==> src/rtl/wrpt_full_level.sv <==
// -----------------------------------------------------------------------------
// wrpt_full_level
//
// Write-side pointer and flag generator for an asynchronous FIFO. Keeps the
// binary and Gray write pointers, drives the RAM write address and enable, and
// produces registered full, fill-level, programmable almost-full and sticky
// overflow indications. Everything lives in the write clock domain and uses a
// Gray read pointer that has already been synchronised into this domain.
//
// Parameters
//   address_size : RAM address width, FIFO depth = 2**address_size (>= 2)
//
// Ports
//   write_clk_i                   : write-domain clock
//   write_reset_i                 : synchronous, active-high reset
//   read_to_write_pointer_i       : synchronised Gray read pointer
//   write_increment_i             : write request
//   write_almost_full_threshold_i : almost-full level threshold (unsigned)
//   write_overflow_clear_i        : clears the sticky overflow flag
//   write_enable_o                : write accepted this cycle (RAM write enable)
//   write_address_o               : RAM write address
//   write_pointer_o               : Gray write pointer, to read-domain sync
//   write_full_o                  : FIFO full (registered)
//   write_almost_full_o           : level >= threshold (registered)
//   write_level_o                 : words in FIFO as seen from write domain
//   write_overflow_o              : sticky, write attempted while full
// -----------------------------------------------------------------------------
module wrpt_full_level #(
    parameter int address_size = 3
) (
    input  logic                    write_clk_i,
    input  logic                    write_reset_i,
    input  logic [address_size:0]   read_to_write_pointer_i,
    input  logic                    write_increment_i,
    input  logic [address_size:0]   write_almost_full_threshold_i,
    input  logic                    write_overflow_clear_i,
    output logic                    write_enable_o,
    output logic [address_size-1:0] write_address_o,
    output logic [address_size:0]   write_pointer_o,
    output logic                    write_full_o,
    output logic                    write_almost_full_o,
    output logic [address_size:0]   write_level_o,
    output logic                    write_overflow_o
);

    localparam int PW = address_size + 1;

    // Level value meaning "every RAM slot holds unread data".
    localparam logic [PW-1:0] DEPTH = {1'b1, {address_size{1'b0}}};

    // Binary to reflected Gray code.
    function automatic logic [PW-1:0] bin_to_gray(input logic [PW-1:0] bin);
        return (bin >> 1) ^ bin;
    endfunction

    // Gray to binary: MSB copied, each lower bit folds in all higher Gray bits.
    function automatic logic [PW-1:0] gray_to_bin(input logic [PW-1:0] gray);
        logic [PW-1:0] bin;
        bin[PW-1] = gray[PW-1];
        for (int i = PW - 2; i >= 0; i--) begin
            bin[i] = bin[i+1] ^ gray[i];
        end
        return bin;
    endfunction

    logic [PW-1:0] r_wbin;
    logic [PW-1:0] r_wgray;
    logic          r_full;
    logic          r_almost_full;
    logic [PW-1:0] r_level;
    logic          r_overflow;

    logic          w_write_enable;
    logic [PW-1:0] w_wbin_next;
    logic [PW-1:0] w_wgray_next;
    logic [PW-1:0] w_rbin;
    logic [PW-1:0] w_level_next;
    logic [PW-1:0] w_full_pattern;
    logic          w_full_next;
    logic          w_full_by_level;
    logic          w_almost_full_next;
    logic          w_overflow_set;

    // Next-state computation for pointers, level and flags.
    always_comb begin
        w_write_enable     = 1'b0;
        w_wbin_next        = r_wbin;
        w_wgray_next       = r_wgray;
        w_rbin             = {PW{1'b0}};
        w_level_next       = {PW{1'b0}};
        w_full_pattern     = {PW{1'b0}};
        w_full_next        = 1'b0;
        w_full_by_level    = 1'b0;
        w_almost_full_next = 1'b0;
        w_overflow_set     = 1'b0;

        // A request while full is dropped and flagged instead of accepted.
        w_write_enable = write_increment_i & ~r_full;
        w_overflow_set = write_increment_i & r_full;

        w_wbin_next  = r_wbin + {{address_size{1'b0}}, w_write_enable};
        w_wgray_next = bin_to_gray(w_wbin_next);

        w_rbin       = gray_to_bin(read_to_write_pointer_i);
        w_level_next = w_wbin_next - w_rbin;

        // In Gray code, "one lap ahead" means the two MSBs differ and the rest match.
        w_full_pattern = {~read_to_write_pointer_i[PW-1:PW-2],
                          read_to_write_pointer_i[PW-3:0]};
        w_full_next    = (w_wgray_next == w_full_pattern);

        // Independent full derivation, cross-checked against the Gray compare.
        w_full_by_level = (w_level_next == DEPTH);

        w_almost_full_next = (w_level_next >= write_almost_full_threshold_i);
    end

    // State registers with synchronous reset; overflow set wins over clear.
    always_ff @(posedge write_clk_i) begin
        if (write_reset_i) begin
            r_wbin        <= {PW{1'b0}};
            r_wgray       <= {PW{1'b0}};
            r_full        <= 1'b0;
            r_almost_full <= 1'b0;
            r_level       <= {PW{1'b0}};
            r_overflow    <= 1'b0;
        end else begin
            r_wbin        <= w_wbin_next;
            r_wgray       <= w_wgray_next;
            r_full        <= w_full_next;
            r_almost_full <= w_almost_full_next;
            r_level       <= w_level_next;
            if (w_overflow_set) begin
                r_overflow <= 1'b1;
            end else if (write_overflow_clear_i) begin
                r_overflow <= 1'b0;
            end else begin
                r_overflow <= r_overflow;
            end
        end
    end

    assign write_enable_o      = w_write_enable;
    assign write_address_o     = r_wbin[address_size-1:0];
    assign write_pointer_o     = r_wgray;
    assign write_full_o        = r_full;
    assign write_almost_full_o = r_almost_full;
    assign write_level_o       = r_level;
    assign write_overflow_o    = r_overflow;

    wrpt_full_level_checker #(
        .PW (PW)
    ) u_checker (
        .clk_i           (write_clk_i),
        .reset_i         (write_reset_i),
        .full_by_gray_i  (w_full_next),
        .full_by_level_i (w_full_by_level),
        .enable_i        (w_write_enable),
        .gray_q_i        (r_wgray),
        .gray_next_i     (w_wgray_next)
    );

endmodule

// -----------------------------------------------------------------------------
// wrpt_full_level_checker
//
// Property checks for wrpt_full_level: the Gray-compare full and the
// level-based full must agree, and the Gray pointer moves by exactly one bit
// per accepted write and holds otherwise.
//
// Ports
//   clk_i, reset_i     : write clock and synchronous reset
//   full_by_gray_i     : next full from the Gray pointer compare
//   full_by_level_i    : next full from level == depth
//   enable_i           : write accepted this cycle
//   gray_q_i           : current Gray write pointer
//   gray_next_i        : next Gray write pointer
// -----------------------------------------------------------------------------
module wrpt_full_level_checker #(
    parameter int PW = 4
) (
    input logic          clk_i,
    input logic          reset_i,
    input logic          full_by_gray_i,
    input logic          full_by_level_i,
    input logic          enable_i,
    input logic [PW-1:0] gray_q_i,
    input logic [PW-1:0] gray_next_i
);

    a_full_agree : assert property (@(posedge clk_i) disable iff (reset_i)
        full_by_gray_i == full_by_level_i);

    a_gray_one_bit : assert property (@(posedge clk_i) disable iff (reset_i)
        enable_i |-> $onehot(gray_q_i ^ gray_next_i));

    a_gray_hold : assert property (@(posedge clk_i) disable iff (reset_i)
        !enable_i |-> (gray_q_i == gray_next_i));

endmodule

==> config.mk <==
export PLATFORM = sky130hd
export DESIGN_NAME = wrpt_full_level
export DESIGN_NICKNAME = d
export VERILOG_FILES = /design/src/rtl/wrpt_full_level.sv
export SDC_FILE = /design/constraint.sdc
export NUM_CORES = 1
export LEC_CHECK = 0
export ABC_AREA = 1
export BUFFER_PORTS_ARGS = -buffer_cell sky130_fd_sc_hd__buf_2
export CORE_MARGIN = 2
export CORE_UTILIZATION = 24
export DETAILED_ROUTE_END_ITERATION = 16
export PLACE_DENSITY = 0.42
export SETUP_SLACK_MARGIN = 0.15
export SLEW_MARGIN = 10
export SYNTH_ARGS = -nofsm -noshare
export SYNTH_HDL_FRONTEND = slang
export SYNTH_HIERARCHICAL = 1
export SYNTH_SLANG_ARGS = --single-unit
==> constraint.sdc <==
create_clock -name write_clk_i -period 2.24 [get_ports write_clk_i]
set_input_delay 0 -clock write_clk_i [delete_from_list [all_inputs] [get_ports write_clk_i]]
set_output_delay 0 -clock write_clk_i [all_outputs]
set_load 0.01 [all_outputs]
=== Word-level counts from Yosys, hierarchy flattened ===
Cells that the tools add are included.

* Register bits after elaboration: 15
* Bits in latches: 0
* RAM bits: 0
* ROM bits: 0
* Input port bits: 12
* Output and inout port bits: 15
* Logic and storage cells: 21
* Memories kept: 0

* Add/sub/neg operators: 2
* $mul: 0
* Divide/modulo/power cells: 0
* Order comparisons: 1
* Equal/unequal tests: 1
* Shifts and indexed selects: 0
* Mux-type cells: 2
* Bitwise operators: 8
* Reduce and logical (&&, ||, !) cells: 1

{| class="wikitable"
|+ Operator list
! operator !! number
|-
| $add 4x1->4 || 1
|-
| $eq 4x4->1 || 1
|-
| $ge 4x4->1 || 1
|-
| $sub 4x4->4 || 1
|-
| $xor 3x4->4 || 1
|-
| $xor 1x1->1 || 3
|-
| $and 1x1->1 || 2
|-
| $mux 1 || 2
|-
| $not 2->2 || 1
|-
| $reduce_bool 2->1 || 1
|-
| $not 1->1 || 1
|}

=== Depth between registers and ports, before layout ===
* Depth after elaboration: 5
* Gate-level depth with buffers: 19
* Gate-level depth less buffers: 19

=== Worst setup path after synthesis ===
No wires, ideal clock.

* Path type: flip-flop to flip-flop
* Start point: reg r_full (netlist: write_full_o)
* End point: reg r_almost_full (netlist: write_almost_full_o)
* Library setup time: 0.109 ns
* Data arrival time: 2.534 ns
* Required time: 2.131 ns
* Slack: -0.402 ns
* Cell stages (with the launch flop): 19
* Path buffers: 0
* Period minus slack after synthesis: 2.642 ns
* Path through: dfxtp_1 nor2_1 ha_1 ha_1 inv_1 nand2_1 nand2_1 ha_1 a21oi_1 o21ai_0 inv_1 nand3_1 nand2_1 inv_1 ha_1 a21oi_1 nand3_1 nand2_1 inv_1

* Longest elaborated chain between the ends: 5

{| class="wikitable"
|+ Ends and longest elaborated chain
! item !! line !! text
|-
| start: declaration || 68 || <nowiki>logic r_full;</nowiki>
|-
| start signal: assignment || 130 || <nowiki>r_full <= w_full_next;</nowiki>
|-
| $not 1->1 || 98 || <nowiki>w_write_enable = write_increment_i & ~r_full;</nowiki>
|-
| $and 1x1->1 || 98 ||
|-
| named net write_enable_o || 37 || <nowiki>output logic write_enable_o,</nowiki>
|-
| $add 4x1->4 || 101 || <nowiki>w_wbin_next = r_wbin + {{address_size{1'b0}}, w_write_enable};</nowiki>
|-
| named net w_wbin_next[2] || 74 || <nowiki>logic [PW-1:0] w_wbin_next;</nowiki>
|-
| $sub 4x4->4 || 105 || <nowiki>w_level_next = w_wbin_next - w_rbin;</nowiki>
|-
| named net w_level_next[3] || 77 || <nowiki>logic [PW-1:0] w_level_next;</nowiki>
|-
| $ge 4x4->1 || 115 || <nowiki>w_almost_full_next = (w_level_next >= write_almost_full_threshold_i);</nowiki>
|-
| end signal: assignment || 131 || <nowiki>r_almost_full <= w_almost_full_next;</nowiki>
|-
| end: declaration || 69 || <nowiki>logic r_almost_full;</nowiki>
|}

The timed path passes the listed nets, and every way through them passes these cells.
A chain may end at the register's enable or synchronous reset.

=== Worst setup path after layout ===
* Start point: reg r_full (netlist: write_full_o)
* End point: reg r_almost_full (netlist: write_almost_full_o)

* Longest elaborated chain between the ends: 5

{| class="wikitable"
|+ Ends and longest elaborated chain
! item !! line
|-
| $not 1->1 || 98
|-
| $and 1x1->1 || 98
|-
| $add 4x1->4 || 101
|-
| named net w_wbin_next[2] || 74
|-
| $sub 4x4->4 || 105
|-
| named net w_level_next[3] || 77
|-
| $ge 4x4->1 || 115
|}

The timed path passes the listed nets, and every way through them passes these cells.

==> key figures <==
Run status
  • Status: complete, but fails checks
  • Failing checks: negative setup slack

Power and ir drop
  • Post-layout total power: slightly below 0.9 mW
  • Pwr Density: 651 nW/um^2
  • Leak: 0.714 nW
  • Worst VDD drop: ~0.22 mV

Cells and area
  • Sequential cell area: about 280 sq um
  • N_diodes: 0
  • Non-filler cells, final: 215
  • Utilization after layout: approximately 40%
  • Layout cell share with drive strength beyond 1: between 40 and 50%
  • Area grow syn2layout: 58.8%
  • Area of the multi-input gates: 601 sq um
  • Fill count: 377
  • Fin nets: about 190

Logic synthesis
  • Post-synth EDFFs: 0
  • Synth Register Bits: 14
  • Post-synth top cells: nand2_1 (31), inv_1 (23), dfxtp_1 (14), nor2_1 (14), nand3_1 (13)
  • Mapped Cells: ~120
  • Post-synthesis simple-gate area fraction: around 31%
  • Area contributors post-synth: dfxtp_1 (33%), nand2_1 (14%), ha_1 (13%)
  • Yosys top cell by area: dfxtp_1
  • Top-area cell type share of the netlist area: about 33%
  • Fraction of the mapped netlist area in adder cells: 15.7%
  • Synth Warn #: 6
  • Sequential share of the synthesized area: about a third
  • Count leader, synth: nand2_1
  • Distinct cells, synth: 17
  • Synthesized Nets: between 100 and 150
  • XOR/XNOR Fraction of Synth Area: just under 5%
  • Post-synth top flop: dfxtp_1
  • Syn avg cell area: 7.00 sq um
  • Ys async rst share: 0%
  • Main combinational cell family by area after synthesis: simple AND/OR/NAND/NOR gates
  • Post-synthesis compound-gate area fraction: roughly 4.4%
  • Synthesized area: ~850 sq um
  • Mux cell area share after synthesis: 0%

Clocking
  • CTS tree: done
  • Clock buffer count from CTS: 3
  • Worst-path clk slew: 0.10 ns
  • CTS Buffer Depth: 2
  • Htree depth: 1
  • Worst-skew pair later-pin latency: between 0.2 and 0.3 ns
  • Clock sinks: 14
  • CTS root buffer: clkbuf_4

Route
  • Drt drc: 0
  • Drt initial violations: 40
  • Drt total wl: roughly 2100 um
  • Vias/cell: roughly 4.2
  • Post-route ant nets: 0
  • Average wire per standard cell: 9.94 um
  • DRT Pass-1 Iters: 4
  • Via count: 898

Worst setup path
  • Most used cell, CP: ha_4
  • Crit-path cells: nor2_4 -> ha_4 -> ha_4 -> nand2_1 -> nand2_4 -> ha_4 -> nand2_2 -> o21ai_2 -> nand3_1 -> nand2_2 -> inv_2 -> ha_4 -> a21oi_2 -> nand3_1 -> nand2_1 -> inv_1
  • CP arrival: approximately 2.5 ns
  • Slowest cell on crit path: dfxtp_4
  • Crit-path leading delay family: adder cells
  • CP bufs+invs: 2
  • Peak fanout along the critical path: 3
  • Data required time of the worst path: ~2.4 ns
  • Setup crit end kind: register
  • Worst setup SP type: register
  • Reg-to-reg startpoint: write_full_o
  • CP Class: register to register
  • CP max stage delay: roughly 0.36 ns
  • CP startpoint: write_full_o

Floorplanning
  • # IOs: 27
  • Rows: 21
  • Core area: 3360 sq um
  • Die Height: about 63 um
  • Die Wd: between 60 and 70 um
  • Initial core utilization: about a quarter
  • Die area: 4020 sq um

STA
  • Final hold viol count: 0
  • Max Fclk: 0.443 GHz
  • Period utilization: 101%
  • Crit path time final: ~2.3 ns
  • Setup_tns: -0.0176 ns
  • Clock skew: between 0.01 and 0.015 ns
  • RSZ-0062 raised after global routing: true
  • Worst-Margin Slew: approximately 0.31 ns
  • Endpoints failing setup: 1
  • Final worst setup slack: -0.0176 ns
  • Final Max Slew Viols: 0
  • Slew headroom: approximately 80%

Place
  • PortBufs: 26
  • Placed cell count: roughly 210
  • Placer Congestion: 0.762
  • Post-DP HPWL: between 1500 and 2000 um

Global routing
  • Vias in the first global route: between 800 and 900
  • Initial antenna violation count: 0
  • GRT Overall Usage: roughly an eighth
  • Global-route wire length before repair: between 3000 and 4000 um
  • Largest net degree at the start of global routing: 14
  • Grt ovf: 0

Job
  • Maxcap violations: 0

Worst hold path
  • Worst hold start: write_reset_i
  • Hold/Removal Path Class: input port to register
-- cells in the final DEF (no fill, tap or decap), types with 3 or more instances in the layout --
cell / count
nand2_1: 27
buf_2: 26
inv_1: 20
buf_4: 17
nor2_1: 13
dfxtp_1: 13
nand3_1: 12
ha_4: 6
nand4_1: 3
a21oi_1: 3
ha_1: 3
clkbuf_4: 3
-- per-stage QoR --
step / instance area (sq um) / hold slack (ns) / setup slack, ns
floorplan: 920 / 0.0691 / 0.000272
global placement: 1210 / 0.252 / -0.123
detailed placement: 1210 / 0.258 / -0.118
CTS: 1320 / 0.0508 / 0.000590
global route: 1350 / 0.0638 / -0.163
finish: 1350 / 0.0381 / -0.0176
-- cell type report --
| type | instances | share of cell area [%] |
|---|---|---|
| Multi-Input combinational cell | 83 | 44.7 |
| Sequential cell | 14 | 21.1 |
| Timing Repair Buffer | 45 | 20.7 |
| Inverter | 23 | 6.60 |
| Tap cell | 46 | 4.28 |
| Clock buffer | 4 | 2.70 |
-- sequential cells by signal, summed over array words and instances (netlist names) --
signal / cells
r_wbin: 4
write_almost_full_o: 1
write_full_o: 1
write_level_o: 4
write_overflow_o: 1
write_pointer_o: 3
-- worst reg2reg max path: stages (launching register included) --
cell	delay, ns
dfxtp_4	0.36
nor2_4	0.04
ha_4	0.16
ha_4	0.17
nand2_1	0.13
nand2_4	0.08
ha_4	0.28
nand2_2	0.05
o21ai_2	0.14
nand3_1	0.10
nand2_2	0.08
inv_2	0.04
ha_4	0.21
a21oi_2	0.13
nand3_1	0.08
nand2_1	0.07
inv_1	0.03
-- repair_timing --
item,4_1_cts,5_1_grt
hold buffers,2,0
resized for setup,9,4
gates cloned,0,0
pin swaps,10,3
buffers inserted,2,1
setup endpoints to repair,1,2
hold endpoints to repair,1,0
-- power breakdown --
part / internal (mW) / switching (mW) / total [mW]
combinational: 0.199 / 0.193 / 0.393
sequential: 0.280 / 0.0109 / 0.291
clock: 0.0990 / 0.0937 / 0.193
-- layer usage --
layer | track usage (%) | part of all wire, %
met5 | 0 | 0
met2 | 20.8 | 49
met3 | 1.96 | 5.2
met4 | 6.52 | 2.3
met1 | 13.6 | 43
-- logic make-up after synthesis --
kind of cell               Yosys count
and+or+nand+nor                     63
buffers and inverters               24
DFF                                 14
adders and majority gates           10
AOI/OAI and AO/OA                    7
xor gates and xnor gates             3
-- final timing paths --
path | slack, ns | cells after the start | endpoint
setup / recovery | -0.02 | 16 | write_almost_full_o
hold / removal | 0.04 | 2 | r_wbin[1]
setup reg to reg | -0.02 | 16 | write_almost_full_o
hold reg to reg | 0.64 | 3 | r_wbin[3]
Power figures use the tool's default switching activity.
